$ cat src/rtl/codemem_loader_pkg.sv
// rtl/codemem_loader_pkg.sv - shared types and constants for the code-memory bootloader
package codemem_loader_pkg;

  localparam int unsigned CODE_ADDR_W       = 6;
  localparam int unsigned CODE_WORD_W       = 17;
  localparam logic [7:0]  DEFAULT_SYNC_BYTE = 8'hA5;

  // Packet parser states: header bytes, three bytes per word, one write cycle, trailer
  typedef enum logic [2:0] {
    ST_IDLE,
    ST_ADDR,
    ST_COUNT,
    ST_B0,
    ST_B1,
    ST_B2,
    ST_WRITE,
    ST_CSUM
  } state_e;

  // Assemble a code word: multicycle flag on top, instruction high byte, low byte
  function automatic logic [CODE_WORD_W-1:0] pack_word(input logic       flag,
                                                       input logic [7:0] hi,
                                                       input logic [7:0] lo);
    return {flag, hi, lo};
  endfunction

endpackage

$ cat src/rtl/codemem_loader_if.sv
// rtl/codemem_loader_if.sv - byte-stream valid/ready handshake between source and loader
interface codemem_loader_if;

  logic [7:0] rx_data;
  logic       rx_valid;
  logic       rx_ready;

  // Byte source side (UART receiver or host bridge)
  modport master (
    output rx_data,
    output rx_valid,
    input  rx_ready
  );

  // Loader side
  modport slave (
    input  rx_data,
    input  rx_valid,
    output rx_ready
  );

endinterface

$ cat src/rtl/codemem_loader.sv
// rtl/codemem_loader.sv - framed byte-stream loader driving the 64x17 code-memory write port
module codemem_loader
  import codemem_loader_pkg::*;
#(
  parameter int unsigned TIMEOUT_CYCLES = 65535,
  parameter logic [7:0]  SYNC_BYTE      = DEFAULT_SYNC_BYTE
) (
  input  logic                   clock,
  input  logic                   reset_n,
  codemem_loader_if.slave        rx,
  output logic                   c1,
  output logic [CODE_ADDR_W-1:0] write_select,
  output logic [CODE_WORD_W-1:0] inp,
  output logic                   cpu_hold,
  output logic                   done,
  output logic                   error
);

  localparam logic [15:0] TMO_LIMIT = 16'(TIMEOUT_CYCLES);

  state_e                 state_q, state_d;
  logic [CODE_ADDR_W-1:0] addr_q, addr_d;
  logic [7:0]             cnt_q, cnt_d;     // remaining words; 0 encodes 256
  logic [7:0]             csum_q, csum_d;
  logic [15:0]            tmo_q, tmo_d;
  logic                   b0_q, b0_d;
  logic [7:0]             b1_q, b1_d;
  logic [CODE_ADDR_W-1:0] wsel_q, wsel_d;
  logic [CODE_WORD_W-1:0] inp_q, inp_d;
  logic                   done_q, done_d;
  logic                   error_q, error_d;

  logic                   rx_ready_w;
  logic                   xfer;
  logic                   in_packet;
  logic [15:0]            tmo_inc;

  // The loader stalls the source only during the single write cycle
  assign rx_ready_w = (state_q != ST_WRITE);
  assign xfer       = rx.rx_valid && rx_ready_w;
  // Timeout is only armed while waiting for a byte inside a packet
  assign in_packet  = (state_q != ST_IDLE) && (state_q != ST_WRITE);
  assign tmo_inc    = tmo_q + 16'd1;

  // State and datapath registers, all cleared asynchronously
  always_ff @(posedge clock or negedge reset_n) begin
    if (!reset_n) begin
      state_q <= ST_IDLE;
      addr_q  <= '0;
      cnt_q   <= '0;
      csum_q  <= '0;
      tmo_q   <= '0;
      b0_q    <= 1'b0;
      b1_q    <= '0;
      wsel_q  <= '0;
      inp_q   <= '0;
      done_q  <= 1'b0;
      error_q <= 1'b0;
    end else begin
      state_q <= state_d;
      addr_q  <= addr_d;
      cnt_q   <= cnt_d;
      csum_q  <= csum_d;
      tmo_q   <= tmo_d;
      b0_q    <= b0_d;
      b1_q    <= b1_d;
      wsel_q  <= wsel_d;
      inp_q   <= inp_d;
      done_q  <= done_d;
      error_q <= error_d;
    end
  end

  // Packet parser: next state, word assembly, checksum, and inter-byte timeout
  always_comb begin
    state_d = state_q;
    addr_d  = addr_q;
    cnt_d   = cnt_q;
    csum_d  = csum_q;
    tmo_d   = '0;
    b0_d    = b0_q;
    b1_d    = b1_q;
    wsel_d  = wsel_q;
    inp_d   = inp_q;
    done_d  = 1'b0;
    error_d = error_q;

    if (in_packet && !xfer) begin
      tmo_d = tmo_inc;
    end

    case (state_q)
      ST_IDLE: begin
        if (xfer && (rx.rx_data == SYNC_BYTE)) begin
          state_d = ST_ADDR;
          csum_d  = '0;
          error_d = 1'b0;
        end
      end
      ST_ADDR: begin
        if (xfer) begin
          addr_d  = rx.rx_data[CODE_ADDR_W-1:0];
          csum_d  = csum_q ^ rx.rx_data;
          state_d = ST_COUNT;
        end
      end
      ST_COUNT: begin
        if (xfer) begin
          cnt_d   = rx.rx_data;
          csum_d  = csum_q ^ rx.rx_data;
          state_d = ST_B0;
        end
      end
      ST_B0: begin
        if (xfer) begin
          b0_d    = rx.rx_data[0];
          csum_d  = csum_q ^ rx.rx_data;
          state_d = ST_B1;
        end
      end
      ST_B1: begin
        if (xfer) begin
          b1_d    = rx.rx_data;
          csum_d  = csum_q ^ rx.rx_data;
          state_d = ST_B2;
        end
      end
      ST_B2: begin
        if (xfer) begin
          wsel_d  = addr_q;
          inp_d   = pack_word(b0_q, b1_q, rx.rx_data);
          csum_d  = csum_q ^ rx.rx_data;
          state_d = ST_WRITE;
        end
      end
      ST_WRITE: begin
        // Address wraps naturally at 64; a count of 0 runs 256 words
        addr_d  = addr_q + 1'b1;
        cnt_d   = cnt_q - 8'd1;
        state_d = (cnt_q == 8'd1) ? ST_CSUM : ST_B0;
      end
      ST_CSUM: begin
        if (xfer) begin
          if (rx.rx_data == csum_q) begin
            done_d = 1'b1;
          end else begin
            error_d = 1'b1;
          end
          state_d = ST_IDLE;
        end
      end
      default: state_d = ST_IDLE;
    endcase

    // Abandon the packet when the source goes quiet; a half-built word is dropped
    if (in_packet && !xfer && (tmo_inc == TMO_LIMIT)) begin
      state_d = ST_IDLE;
      error_d = 1'b1;
      tmo_d   = '0;
    end
  end

  assign rx.rx_ready  = rx_ready_w;
  assign c1           = (state_q == ST_WRITE);
  assign write_select = wsel_q;
  assign inp          = inp_q;
  assign cpu_hold     = (state_q != ST_IDLE);
  assign done         = done_q;
  assign error        = error_q;

endmodule

$ cat src/flat_wrapper.sv
// flat-port wrapper written by rule: the top's interface ports become plain ports
module codemem_loader_flat import codemem_loader_pkg::*;
#(
  parameter int unsigned TIMEOUT_CYCLES = 65535,
  parameter logic [7:0]  SYNC_BYTE      = DEFAULT_SYNC_BYTE
)
  (clock, reset_n, c1, write_select, inp, cpu_hold, done, error, rx_rx_data, rx_rx_valid, rx_rx_ready);
  codemem_loader_if rx_i ();
  input  logic clock;
  input  logic reset_n;
  output logic c1;
  output logic [CODE_ADDR_W-1:0] write_select;
  output logic [CODE_WORD_W-1:0] inp;
  output logic cpu_hold;
  output logic done;
  output logic error;
  input wire logic [$bits(rx_i.rx_data)-1:0] rx_rx_data;
  input wire logic [$bits(rx_i.rx_valid)-1:0] rx_rx_valid;
  output wire logic [$bits(rx_i.rx_ready)-1:0] rx_rx_ready;
  assign rx_i.rx_data = rx_rx_data;
  assign rx_i.rx_valid = rx_rx_valid;
  assign rx_rx_ready = rx_i.rx_ready;
  codemem_loader #(.TIMEOUT_CYCLES(TIMEOUT_CYCLES), .SYNC_BYTE(SYNC_BYTE)) u_core (.clock(clock), .reset_n(reset_n), .rx(rx_i), .c1(c1), .write_select(write_select), .inp(inp), .cpu_hold(cpu_hold), .done(done), .error(error));
endmodule
$ cat config.mk
export PLATFORM = sky130hd
export DESIGN_NAME = codemem_loader_flat
export DESIGN_NICKNAME = d
export VERILOG_FILES = /design/src/rtl/codemem_loader_pkg.sv /design/src/rtl/codemem_loader_if.sv /design/src/rtl/codemem_loader.sv /design/src/flat_wrapper.sv
export SDC_FILE = /design/constraint.sdc
export NUM_CORES = 1
export LEC_CHECK = 0
export ABC_AREA = 0
export BUFFER_PORTS_ARGS = -buffer_cell sky130_fd_sc_hd__buf_2
export CAP_MARGIN = 20
export CORE_MARGIN = 3
export CORE_UTILIZATION = 30
export CTS_BUF_LIST = sky130_fd_sc_hd__clkbuf_2
export CTS_CLUSTER_SIZE = 24
export DETAILED_ROUTE_END_ITERATION = 12
export PLACE_DENSITY_LB_ADDON = 0.08
export SLEW_MARGIN = 20
export SYNTH_ARGS = -nofsm -noshare
export SYNTH_HDL_FRONTEND = slang
export SYNTH_SLANG_ARGS = --single-unit
export TNS_END_PERCENT = 1
$ cat constraint.sdc
create_clock -name clock -period 2.2 [get_ports clock]
set_input_delay 0.44 -clock clock [delete_from_list [all_inputs] [get_ports clock]]
set_output_delay 0.44 -clock clock [all_outputs]
set_load 0.02 [all_outputs]
* Word level (Yosys, flattened, before mapping)
Cells that the tools add are included.
** Word-level totals
- Output and inout bits :: 28
- Input bits :: 11
- Flip-flop bits (word level) :: 75
** Operators by class
- Reductions and logical operators :: 21
- Multiplexer cells :: 27
- Equality and inequality tests :: 24
- $add $sub $neg :: 3
- Bitwise logic cells :: 1
** Operators with widths (number)
- 2-to-1 mux 16 bit :: 2
- one-hot mux 8 bit (2 select lines) :: 2
- 2-to-1 mux 3 bit :: 9
- 2-to-1 mux 8 bit :: 3
- one-hot mux 3 bit (8 select lines) :: 1
- != test 3 x 1 -> 1 bit, second input constant :: 7
- adder 16 x 1 -> 16 bit, second input constant :: 1
- == test 16 bit, second input constant :: 1
- == test 3 bit, second input constant :: 4
- one-hot mux 6 bit (2 select lines) :: 1
- AND reduction 2 bit :: 5
- == test 8 x 1 -> 1 bit, second input constant :: 1
- == test 8 bit :: 1
- == test 8 bit, second input constant :: 1
- != test 2 x 1 -> 1 bit, second input constant :: 4
- subtractor 8 x 1 -> 8 bit, second input constant :: 1
- bitwise XOR 8 bit :: 1
- 2-to-1 mux 1 bit :: 7
- AND reduction 7 bit :: 1
- adder 6 x 1 -> 6 bit, second input constant :: 1
- == test 3 x 2 -> 1 bit, second input constant :: 2
- 2-to-1 mux 6 bit :: 1
- != test 3 bit, second input constant :: 2
- nonzero test 2 bit :: 3
- 9 further kinds :: 14

* Depth between registers and ports, before layout
Gate-level depths: netlist of the first run.
- Depth in word-level cells :: 7
- Depth in mapped cells :: 11
- Depth with buffers taken out :: 9

* Worst setup path before layout of the first run
No wires, ideal clock.
- Kind :: reg-to-reg
- From :: reg u_core.state_q[0]
- To :: reg u_core.tmo_q[9]
- Cell stages (with the launch flop) :: 12
- Period minus slack after synthesis :: 2.583 ns
- Arrival time :: 2.461 ns
- Slack :: -0.383 ns
- Library setup time :: 0.123 ns
- Buffers on the path :: 2
- Cell sequence :: dfrtp_1 -> inv_1 -> ha_1 -> nand2_1 -> clkinv_1 -> or3_1 -> a2111oi_0 -> and4bb_4 -> or2_1 -> buf_6 -> buf_12 -> nor2_4
** Between the ends
- Word-level cells in the longest chain between the ends :: 6
- Elaborated cells on any way between the ends :: 9
- Classes of those cells :: eq/ne: 1; mux: 2; reduce/logical: 6
** Ends and longest elaborated chain
- start: declaration :: line codemem_loader.sv:21 : state_e state_q, state_d;
- start signal: assignment :: line codemem_loader.sv:60 : state_q <= state_d;
- != test 3 bit :: line codemem_loader.sv:39, codemem_loader.sv:42
- logical AND 1 bit :: line codemem_loader.sv:40 : assign xfer = rx.rx_valid && rx_ready_w;
- logical NOT 1 bit :: line codemem_loader.sv:88, codemem_loader.sv:156
- logical AND 1 bit * :: line codemem_loader.sv:88, codemem_loader.sv:156
- 2-to-1 mux 16 bit or logical AND 1 bit (tied branches) :: line codemem_loader.sv:88, codemem_loader.sv:156
- 2-to-1 mux 16 bit * :: line codemem_loader.sv:156 : if (in_packet && !xfer && (tmo_inc == TMO_LIMIT)) begin
- via u_core.tmo_d[9] :: line codemem_loader.sv:25 : logic [15:0] tmo_q, tmo_d;
- end signal: assignment :: line codemem_loader.sv:64 : tmo_q <= tmo_d;
- end: declaration :: line codemem_loader.sv:25
Mark *: on every way through the listed nets, which the timed path passes. The rest lies on a longest branch.
A chain may end at the register's enable or synchronous reset.

* Worst setup path in the final report of the first run
- From :: reg u_core.tmo_q[12]
- To :: reg u_core.tmo_q[7]
** Between the ends
- Word-level cells in the longest chain between the ends :: 4
** Ends and longest elaborated chain
- adder 16 x 1 -> 16 bit :: line codemem_loader.sv:43 : assign tmo_inc = tmo_q + 16'd1;
- == test 16 bit :: line codemem_loader.sv:156
- logical AND 1 bit :: line codemem_loader.sv:156
- 2-to-1 mux 16 bit :: line codemem_loader.sv:156
- via u_core.tmo_d[7] :: line codemem_loader.sv:25
The timed path passes the listed nets, and every way through them passes these cells.

==> results_dict.tcl, run 1 <==
set metrics [dict create \
    synth_fp_nets 426 \
    drc 0 \
    finalSetupViolations 12 \
    start_util_pct 31.1 \
    gp_congestion 0.808 \
    synth_fa_ha_area_share_pct 2.82 \
    layout_commonest_cell "dfrtp_1" \
    routed_wl_mm 10.4 \
    synth_area_leaders "dfrtp_1 47%, mux2_2 5.9%, o21ai_0 4.6%" \
    diodes 0 \
    clk_pin_slew_ns 0.21 \
    cts-root-buf "clkbuf_2" \
    place_hpwl_mm 7.31 \
    synth_top_family_by_area "simple AND/OR/NAND/NOR gates" \
    rsz0062_at_grt "true" \
    crit_buf_inv 1 \
    row_count 41 \
    num_vias 3260 \
    synthMuxAreaShare_pct 5.93 \
    crit_family "simple AND/OR/NAND/NOR gates" \
    synthXorXnorAreaFrac_pct 5.05 \
    fin_nets 502 \
    most-common-layout-cells "71 x dfrtp_1, 42 x buf_4, 37 x o21ai_0" \
    synthSimpleGateAreaFrac_pct 20.4 \
    critical_path_class "flip-flop to flip-flop" \
    via_per_inst 4.96 \
    worst-path-max-fanout 8 \
    hold_class "input port to flip-flop" \
    place_inst 638 \
    synth_top_area_cell "dfrtp_1" \
    die_w_microns 121 \
    ir_worst_vdd_mv 0.433 \
    fp.coreArea_sq_um 12800 \
    syn_avg_cell_area_sq_um 9.82 \
    max_stage_delay_ns 0.56 \
    htree_levels 3 \
    fin_area_sq_um 4960 \
    drive_gt1_share_pct 32.4 \
    cts_tree "yes" \
    postRouteAntennaNets 0 \
    synth_flop_cell "dfrtp_1" \
    multi_input_area_sq_um 2040 \
    leakagePower_nw 2.21 \
    tightest_slew_ns 0.500 \
    crit_required_ns 2.69 \
    fin_crit_ns 2.24 \
    power_density_nw_per_um2 1200 \
    ys_seq_area_share_pct 47.1 \
    drt_first_pass_iters 4 \
    grt_pass1_wl_mm 17.2 \
    path_cells "nand4_1 > or4_4 > a32oi_2 > and4bb_4 > or2_4 > clkbuf_16 > nor2_4" \
    p_total_mw 5.94 \
    fmax_mhz 447 \
    cp.arrival_ns 2.72 \
    ioPinCount 39 \
    ys_seq_elements 75 \
    maxSlewHeadroom_pct 66.3 \
    postPlaceCellArea_sq_um 4660 \
    slowest_stage "or4_4" \
    async_reset_ff_share_pct 100 \
    wire_per_inst_microns 15.8 \
    reg2reg_setup_slack_ns -0.04 \
    grt_max_degree 40 \
    fill_cells 1326 \
    io_buffer_count 38 \
    first_global_vias 3238 \
    clock_latency_ns 0.57 \
    cap_violations 0 \
    seq_area_sq_um 1880 \
    synth_enable_flop_cells 0 \
    cts_buffer_depth 2 \
    preCtsSetupSlack_ns -0.0747 \
    drv_slew 0 \
    grt_remaining_overflow 0 \
    violations "negative setup slack" \
    antenna_found_initial 0 \
    synth_top_area_share_pct 47.1 \
    die-area_sq_um 14700 \
    first_iter_violations 166 \
    die_h_microns 121 \
    skew_ns 0.0390 \
    fin_ws_ns -0.0355 \
    synth_compound_area_share_pct 14.2 \
    cts.sinks 75 \
    status "finished with violations" \
    syn_area_sq_um 3990 \
    fin_cells 657 \
    yosysWarnings 0 \
    crit_path_end_kind "flip-flop" \
    cts_made_buffers 9 \
    areaGrowthSynthToFinish_pct 24.3 \
    finalCritPeriodShare_pct 102 \
    final-hold-violation-count 0 \
    netlist_instances 406 \
    track_usage_pct 15.0 \
    synth_cell_type_count 63 \
    startpoint_type "flip-flop" \
]
metal layers:
metal	vias up	part of all wire (%)	global-route usage (%)
met5	-	0	0
met4	0	1.9	6.51
met3	12	2.6	2.56
met2	39	44	22.3
met1	1613	51	21.5
li1	1596	-	-
registers in the layout (all words and copies together), names as in the netlist:
name                 count
u_core.addr_q            6
u_core.b0_q              1
u_core.b1_q              8
u_core.cnt_q             8
u_core.csum_q            8
u_core.done              1
u_core.error             1
u_core.inp              17
u_core.state_q           3
u_core.tmo_q            16
u_core.write_select      6
final cells by class:
class | instances | share of cell area, %
Clock buffer | 9 | 0.908
Clock inverter | 5 | 1.61
Inverter | 17 | 1.44
Multi-Input combinational cell | 293 | 41.1
Sequential cell | 75 | 37.9
Tap cell | 172 | 4.34
Timing Repair Buffer | 86 | 12.7
power by group:
part / total [mW] / internal [mW] / switching (mW)
combinational: 2.81 / 1.26 / 1.55
clock: 0.869 / 0.361 / 0.508
sequential: 2.26 / 1.90 / 0.365
total: 5.94 / 3.51 / 2.43
synth_stat cells, drive strengths merged (2+ instances only):
library cell,instances
nor4,5
nor4b,3
o21ai,37
a31oi,7
o311ai,2
and4b,2
a211oi,2
ha,9
inv,16
nand2b,3
nor3,5
nor2b,6
and4,2
dfrtp,75
o211ai,2
o22ai,5
nor2,46
nand4,6
nand3b,4
and3,5
o221ai,2
or3,2
nand3,18
a21oi,9
clkbuf,13
xor2,10
a21o,2
buf,8
a211o,2
o31ai,5
mux2,21
and2,2
xnor2,13
or2,2
nand2,33
nand4b,2
per-stage QoR:
step	TNS, ns	hold slack, ns	util [%]
floorplan	-0.249	0.144	-
global placement	-0.395	0.448	36.4
detailed placement	-1.04	0.451	36.4
CTS	-0.372	0.0817	38.0
global route	-2.11	0.106	38.7
finish	-0.263	0.139	38.7
worst paths after layout:
| kind | end | depth (start not counted) | from |
|---|---|---|---|
| max reg2reg | u_core.tmo_q[7]$_DFF_PN0_ | 7 | u_core.tmo_q[12]$_DFF_PN0_ |
| min reg2reg | u_core.b1_q[0]$_DFFE_PN0P_ | 2 | u_core.b1_q[0]$_DFFE_PN0P_ |
| max | u_core.tmo_q[7]$_DFF_PN0_ | 7 | u_core.tmo_q[12]$_DFF_PN0_ |
| max in group asynchronous | u_core.state_q[1]$_DFFE_PN0P_ | 3 | reset_n |
| min | u_core.addr_q[2]$_DFFE_PN0P_ | 3 | rx_rx_data[2] |
| min in group asynchronous | u_core.inp[3]$_DFFE_PN0P_ | 2 | reset_n |
what timing repair did:
action,4_1_cts,5_1_grt
cloned,0,1
endpoints found under the hold margin,38,0
setup endpoints to repair,19,23
hold buffers,1,0
pin swaps,2,7
buffers inserted,1,2
gates resized for setup,18,10
cell families (layout without fill, tap and decap cells):
group	Yosys count	count (layout)
AND/OR/NAND/NOR	151	151
AO/OA/AOI/OAI	89	89
flip-flops	75	75
buffers and inverters	38	117
XOR/XNOR	23	23
multiplexers	21	21
adder cells (fa/ha/maj)	9	9
tightest hold or removal path, stage by stage:
cell and delay (ns):
buf_2 0.13, nand2_1 0.05, o21ai_0 0.06
Power figures use the tool's default switching activity.
==> inputs of run 2 (changes only) <==
Settings changed: PLACE_DENSITY_LB_ADDON 0.08 to unset, SETUP_SLACK_MARGIN set to 0.02.
==> results_dict.tcl, run 2 (synthesis results as in run 1) <==
set metrics [dict create \
    cts_buffer_depth 2 \
    grt_pass1_wl_mm 17.0 \
    clk_pin_slew_ns 0.24 \
    power_frac_seq_pct 39.2 \
    sw_frac_of_total_pct 42.9 \
    cts_tree "yes" \
    cts_made_buffers 9 \
    gp_congestion 0.900 \
    antenna_found_initial 0 \
    routed_wl_mm 10.3 \
    power_frac_comb_pct 48.9 \
    die-area_sq_um 14700 \
    layout_commonest_cell "dfrtp_1" \
    drive_gt1_share_pct 34.2 \
    r2r_cells 10 \
    drv_slew 0 \
    most-common-layout-cells "71 x dfrtp_1, 38 x buf_4, 37 x o21ai_0" \
    row_count 41 \
    preCtsSetupSlack_ns -0.102 \
    power_density_nw_per_um2 1170 \
    grt_max_degree 45 \
    start_util_pct 31.1 \
    cts-root-buf "clkbuf_2" \
    fin_nets 501 \
    seq_area_sq_um 1880 \
    via_per_inst 5.09 \
    p_sw_mw 2.51 \
    crit_required_ns 2.64 \
    num_vias 3350 \
    crit_path_end_kind "flip-flop" \
    startpoint_type "flip-flop" \
    pwr-share-clk_pct 11.9 \
    maxSlewHeadroom_pct 61.0 \
    final_util_pct 38.9 \
    whs_path_depth 3 \
    p_int_mw 3.34 \
    fin_crit_ns 2.23 \
    htree_levels 3 \
    drt_first_pass_iters 7 \
    status "finished with violations" \
    violations "negative setup slack" \
    worst-path-max-fanout 5 \
    track_usage_pct 14.4 \
    tightest_slew_ns 0.585 \
    hold_class "input port to flip-flop" \
    postRouteAntennaNets 0 \
    drc 0 \
    ir_worst_vdd_mv 0.582 \
    cts.sinks 75 \
    finalCritPeriodShare_pct 101 \
    fp.coreArea_sq_um 12800 \
    cp.arrival_ns 2.68 \
    skew_ns 0.0417 \
    first_global_vias 3454 \
    fmax_mhz 448 \
    rsz0062_at_grt "true" \
    critical_path_class "flip-flop to flip-flop" \
    largest_reg_flops 17 \
    place_hpwl_mm 7.08 \
    leakagePower_nw 2.21 \
    fin_ws_ns -0.0325 \
    multi_input_area_sq_um 2080 \
    first_iter_violations 219 \
    io_buffer_count 38 \
    finalSetupViolations 10 \
    areaGrowthSynthToFinish_pct 25.1 \
    cap_violations 0 \
    setup_tns_ns -0.224 \
    ioPinCount 39 \
    fill_cells 1304 \
    die_h_microns 121 \
    final-hold-violation-count 0 \
    wire_per_inst_microns 15.6 \
    fin_cells 658 \
    die_w_microns 121 \
    clock_latency_ns 0.55 \
    place_inst 631 \
    diodes 0 \
    grt_remaining_overflow 0 \
]
run 2: area by class of cell:
cell class / count / area share, %
Clock buffer: 10 / 1.00
Clock inverter: 6 / 0.928
Inverter: 17 / 1.48
Multi-Input combinational cell: 293 / 41.6
Sequential cell: 75 / 37.7
Tap cell: 172 / 4.31
Timing Repair Buffer: 85 / 13.0
run 2: timing repair:
action	CTS	global route
hold endpoints to repair	31	0
endpoints found under the setup margin	19	23
hold buffers	1	0
gates cloned	1	0
setup buffers	8	1
gates resized for setup	27	16
pin swaps	15	4
run 2: path summary, 6_finish.rpt:
check                                         startpoint                             to  slack (ns)
max in group asynchronous                        reset_n   u_core.csum_q[3]$_DFFE_PN0P_        1.22
setup reg to reg           u_core.state_q[1]$_DFFE_PN0P_  u_core.state_q[1]$_DFFE_PN0P_       -0.03
min in group asynchronous                        reset_n    u_core.cnt_q[3]$_DFFE_PN0P_        0.34
setup / recovery           u_core.state_q[1]$_DFFE_PN0P_  u_core.state_q[1]$_DFFE_PN0P_       -0.03
hold / removal                             rx_rx_data[2]   u_core.addr_q[2]$_DFFE_PN0P_        0.17
hold reg to reg               u_core.b1_q[7]$_DFFE_PN0P_     u_core.b1_q[7]$_DFFE_PN0P_        0.52
run 2: critical path, stage by stage, from the launching register on:
cell       delay [ns]
dfrtp_2          0.46
buf_4            0.15
ha_4             0.16
nand2_4          0.08
clkinv_4         0.06
or3_4            0.34
a2111oi_4        0.19
and4bb_4         0.30
buf_12           0.12
nor2_1           0.04
a211o_1          0.25
run 2: through the flow:
step	hold slack, ns	cell area [sq um]	power (mW)
floorplan	0.144	4030	4.01
global placement	0.415	4610	4.81
detailed placement	0.423	4610	4.91
CTS	0.139	4910	5.79
global route	0.105	4990	6.31
finish	0.168	4990	5.85
run 2: per-layer routing:
layer  GRT usage, %  up-vias  wire length (microns)
met1           18.9     1654                   4650
met2           23.0       79                   4960
li1               -     1594                      -
met3           3.50       23                    437
met5              0        -                      0
met4           5.39        0                    231
run 2: power groups by stage:
stage,clock (mW),sequential (mW),combinational (mW)
CTS,0.723,2.28,2.78
finish,0.699,2.29,2.86
floorplan,0,2.50,1.52
detailed placement,0,2.31,2.60
global placement,0,2.29,2.52
global route,0.780,2.36,3.16
==> inputs of run 3 (changes only) <==
Clock period 2.2 ns to 2 ns, I/O delays scaled along.
==> results_dict.tcl, run 3 (synthesis results as in run 1) <==
set metrics [dict create \
    die_w_microns 121 \
    cts_made_buffers 9 \
    cts-root-buf "clkbuf_2" \
    p_total_mw 6.63 \
    finalSetupViolations 22 \
    critical_path_class "flip-flop to flip-flop" \
    fin_ws_ns -0.214 \
    most-common-layout-cells "70 x dfrtp_1, 49 x buf_4, 35 x nor2_1" \
    drt_first_pass_iters 4 \
    regToRegStartpoint "u_core.state_q[0]$_DFFE_PN0P_" \
    track_usage_pct 14.5 \
    leakagePower_nw 2.28 \
    rsz0062_at_grt "true" \
    die_h_microns 121 \
    fin_nets 514 \
    status "finished with violations" \
    finalCritPeriodShare_pct 111 \
    cp.arrival_ns 2.65 \
    r2r_end "u_core.state_q[1]$_DFFE_PN0P_" \
    power_density_nw_per_um2 1300 \
    fin_crit_ns 2.21 \
    layout_commonest_cell "dfrtp_1" \
    fp.coreArea_sq_um 12800 \
    drc 0 \
    maxSlewHeadroom_pct 70.1 \
    cts_buffer_depth 2 \
    ir_worst_vdd_mv 0.597 \
    final-hold-violation-count 0 \
    startpoint_type "flip-flop" \
    first_iter_violations 258 \
    die-area_sq_um 14700 \
    crit_required_ns 2.44 \
    drv_slew 0 \
    postRouteAntennaNets 0 \
    clk_pin_slew_ns 0.22 \
    worstHoldEndpoint "u_core.addr_q[2]$_DFFE_PN0P_" \
    fmax_mhz 452 \
    io_buffer_count 38 \
    cap_violations 0 \
    drive_gt1_share_pct 35.7 \
    grt_max_degree 49 \
    skew_ns 0.0361 \
    crit_path_end_kind "flip-flop" \
    tightest_slew_ns 0.448 \
    r2r_cells 11 \
    whs_path_depth 3 \
    via_per_inst 5.11 \
    htree_levels 3 \
    first_global_vias 3397 \
    clock_latency_ns 0.56 \
    antenna_found_initial 0 \
    reg2reg_setup_slack_ns -0.21 \
    num_vias 3427 \
    worst-path-max-fanout 5 \
    cts.sinks 75 \
    grt_pass1_wl_mm 17.1 \
    routed_wl_mm 10.3 \
    start_util_pct 31.1 \
    row_count 41 \
    hold_start "rx_rx_data[2]" \
    hold_ws_ns 0.140 \
    ioPinCount 39 \
    diodes 0 \
    grt_remaining_overflow 0 \
    place_hpwl_mm 7.21 \
    areaGrowthSynthToFinish_pct 27.8 \
    violations "negative setup slack" \
    fill_cells 1298 \
    hold_class "input port to flip-flop" \
    wire_per_inst_microns 15.4 \
    gp_congestion 0.907 \
    largest_reg_flops 17 \
    cts_tree "yes" \
]
## run 3: changes by cell type in the layout (fill, tap and decap cells not counted), sizes merged
cell / delta
buf: +13
clkbuf: -1
inv: +1
## run 3: critical path, stage by stage, from the launching register on
cell	delay, ns
dfrtp_1	0.42
inv_2	0.06
buf_6	0.12
ha_4	0.16
nand2_4	0.07
clkinv_4	0.05
or3_4	0.35
a2111oi_4	0.19
and4bb_4	0.31
buf_4	0.13
nor2_1	0.04
a211o_1	0.23
## run 3: timing repair
action	in CTS	in global routing
setup buffers	5	2
hold buffers	1	0
pin swaps	13	8
endpoints found under the hold margin	27	0
gates cloned	1	0
endpoints found under the setup margin	23	45
resized for setup	28	17
## run 3: worst max path at each step
stage | start | endpoint | slack, ns | cells past startpoint
5_1_grt | u_core.state_q[0]$_DFFE_PN0P_ | u_core.state_q[0]$_DFFE_PN0P_ | -0.34 | 11
3_5_place_dp | u_core.tmo_q[1]$_DFF_PN0_ | u_core.tmo_q[4]$_DFF_PN0_ | -0.30 | 9
2_1_floorplan | u_core.state_q[0]$_DFFE_PN0P_ | u_core.tmo_q[9]$_DFF_PN0_ | -0.23 | 10
3_3_place_gp | u_core.tmo_q[1]$_DFF_PN0_ | u_core.tmo_q[4]$_DFF_PN0_ | -0.18 | 9
4_1_cts | u_core.state_q[1]$_DFFE_PN0P_ | u_core.state_q[0]$_DFFE_PN0P_ | -0.20 | 10
6_report | u_core.state_q[0]$_DFFE_PN0P_ | u_core.state_q[1]$_DFFE_PN0P_ | -0.21 | 11
## run 3: area by class of cell
| cell class | instances | area (sq um) | share of cell area, % |
|---|---|---|---|
| multi-input cells | 293 | 2080 | 40.7 |
| clock buffers | 9 | 45.0 | 0.884 |
| clock inverters | 7 | 58.8 | 1.15 |
| flip-flops and latches | 75 | 1880 | 36.9 |
| repair buffers | 98 | 748 | 14.7 |
| well taps | 172 | 215 | 4.22 |
| inverters | 17 | 71.3 | 1.40 |
## run 3: metal layers
metal  vias up  GRT usage, %  share of wire (%)
met5         -             0                  0
met4         0          4.06                1.2
met3        12          3.78                6.4
met2       107          24.3                 49
met1      1679          18.5                 43
li1       1629             -                  -
## run 3: power breakdown
part,switching [mW],total (mW),internal (mW)
registers,0.443,2.53,2.09
clock network,0.611,0.798,0.186
logic,1.78,3.31,1.53
## run 3: metrics by stage
step	TNS, ns	util [%]	setup WS (ns)	instance area [sq um]	cells
2_1_floorplan	-4.05	-	-0.228	4030	406
3_3_place_gp	-3.06	36.8	-0.180	4720	646
3_5_place_dp	-5.27	36.8	-0.297	4720	646
4_1_cts	-3.55	39.2	-0.204	5020	669
5_1_grt	-6.59	39.7	-0.341	5100	671
6_report	-3.46	39.7	-0.214	5100	671
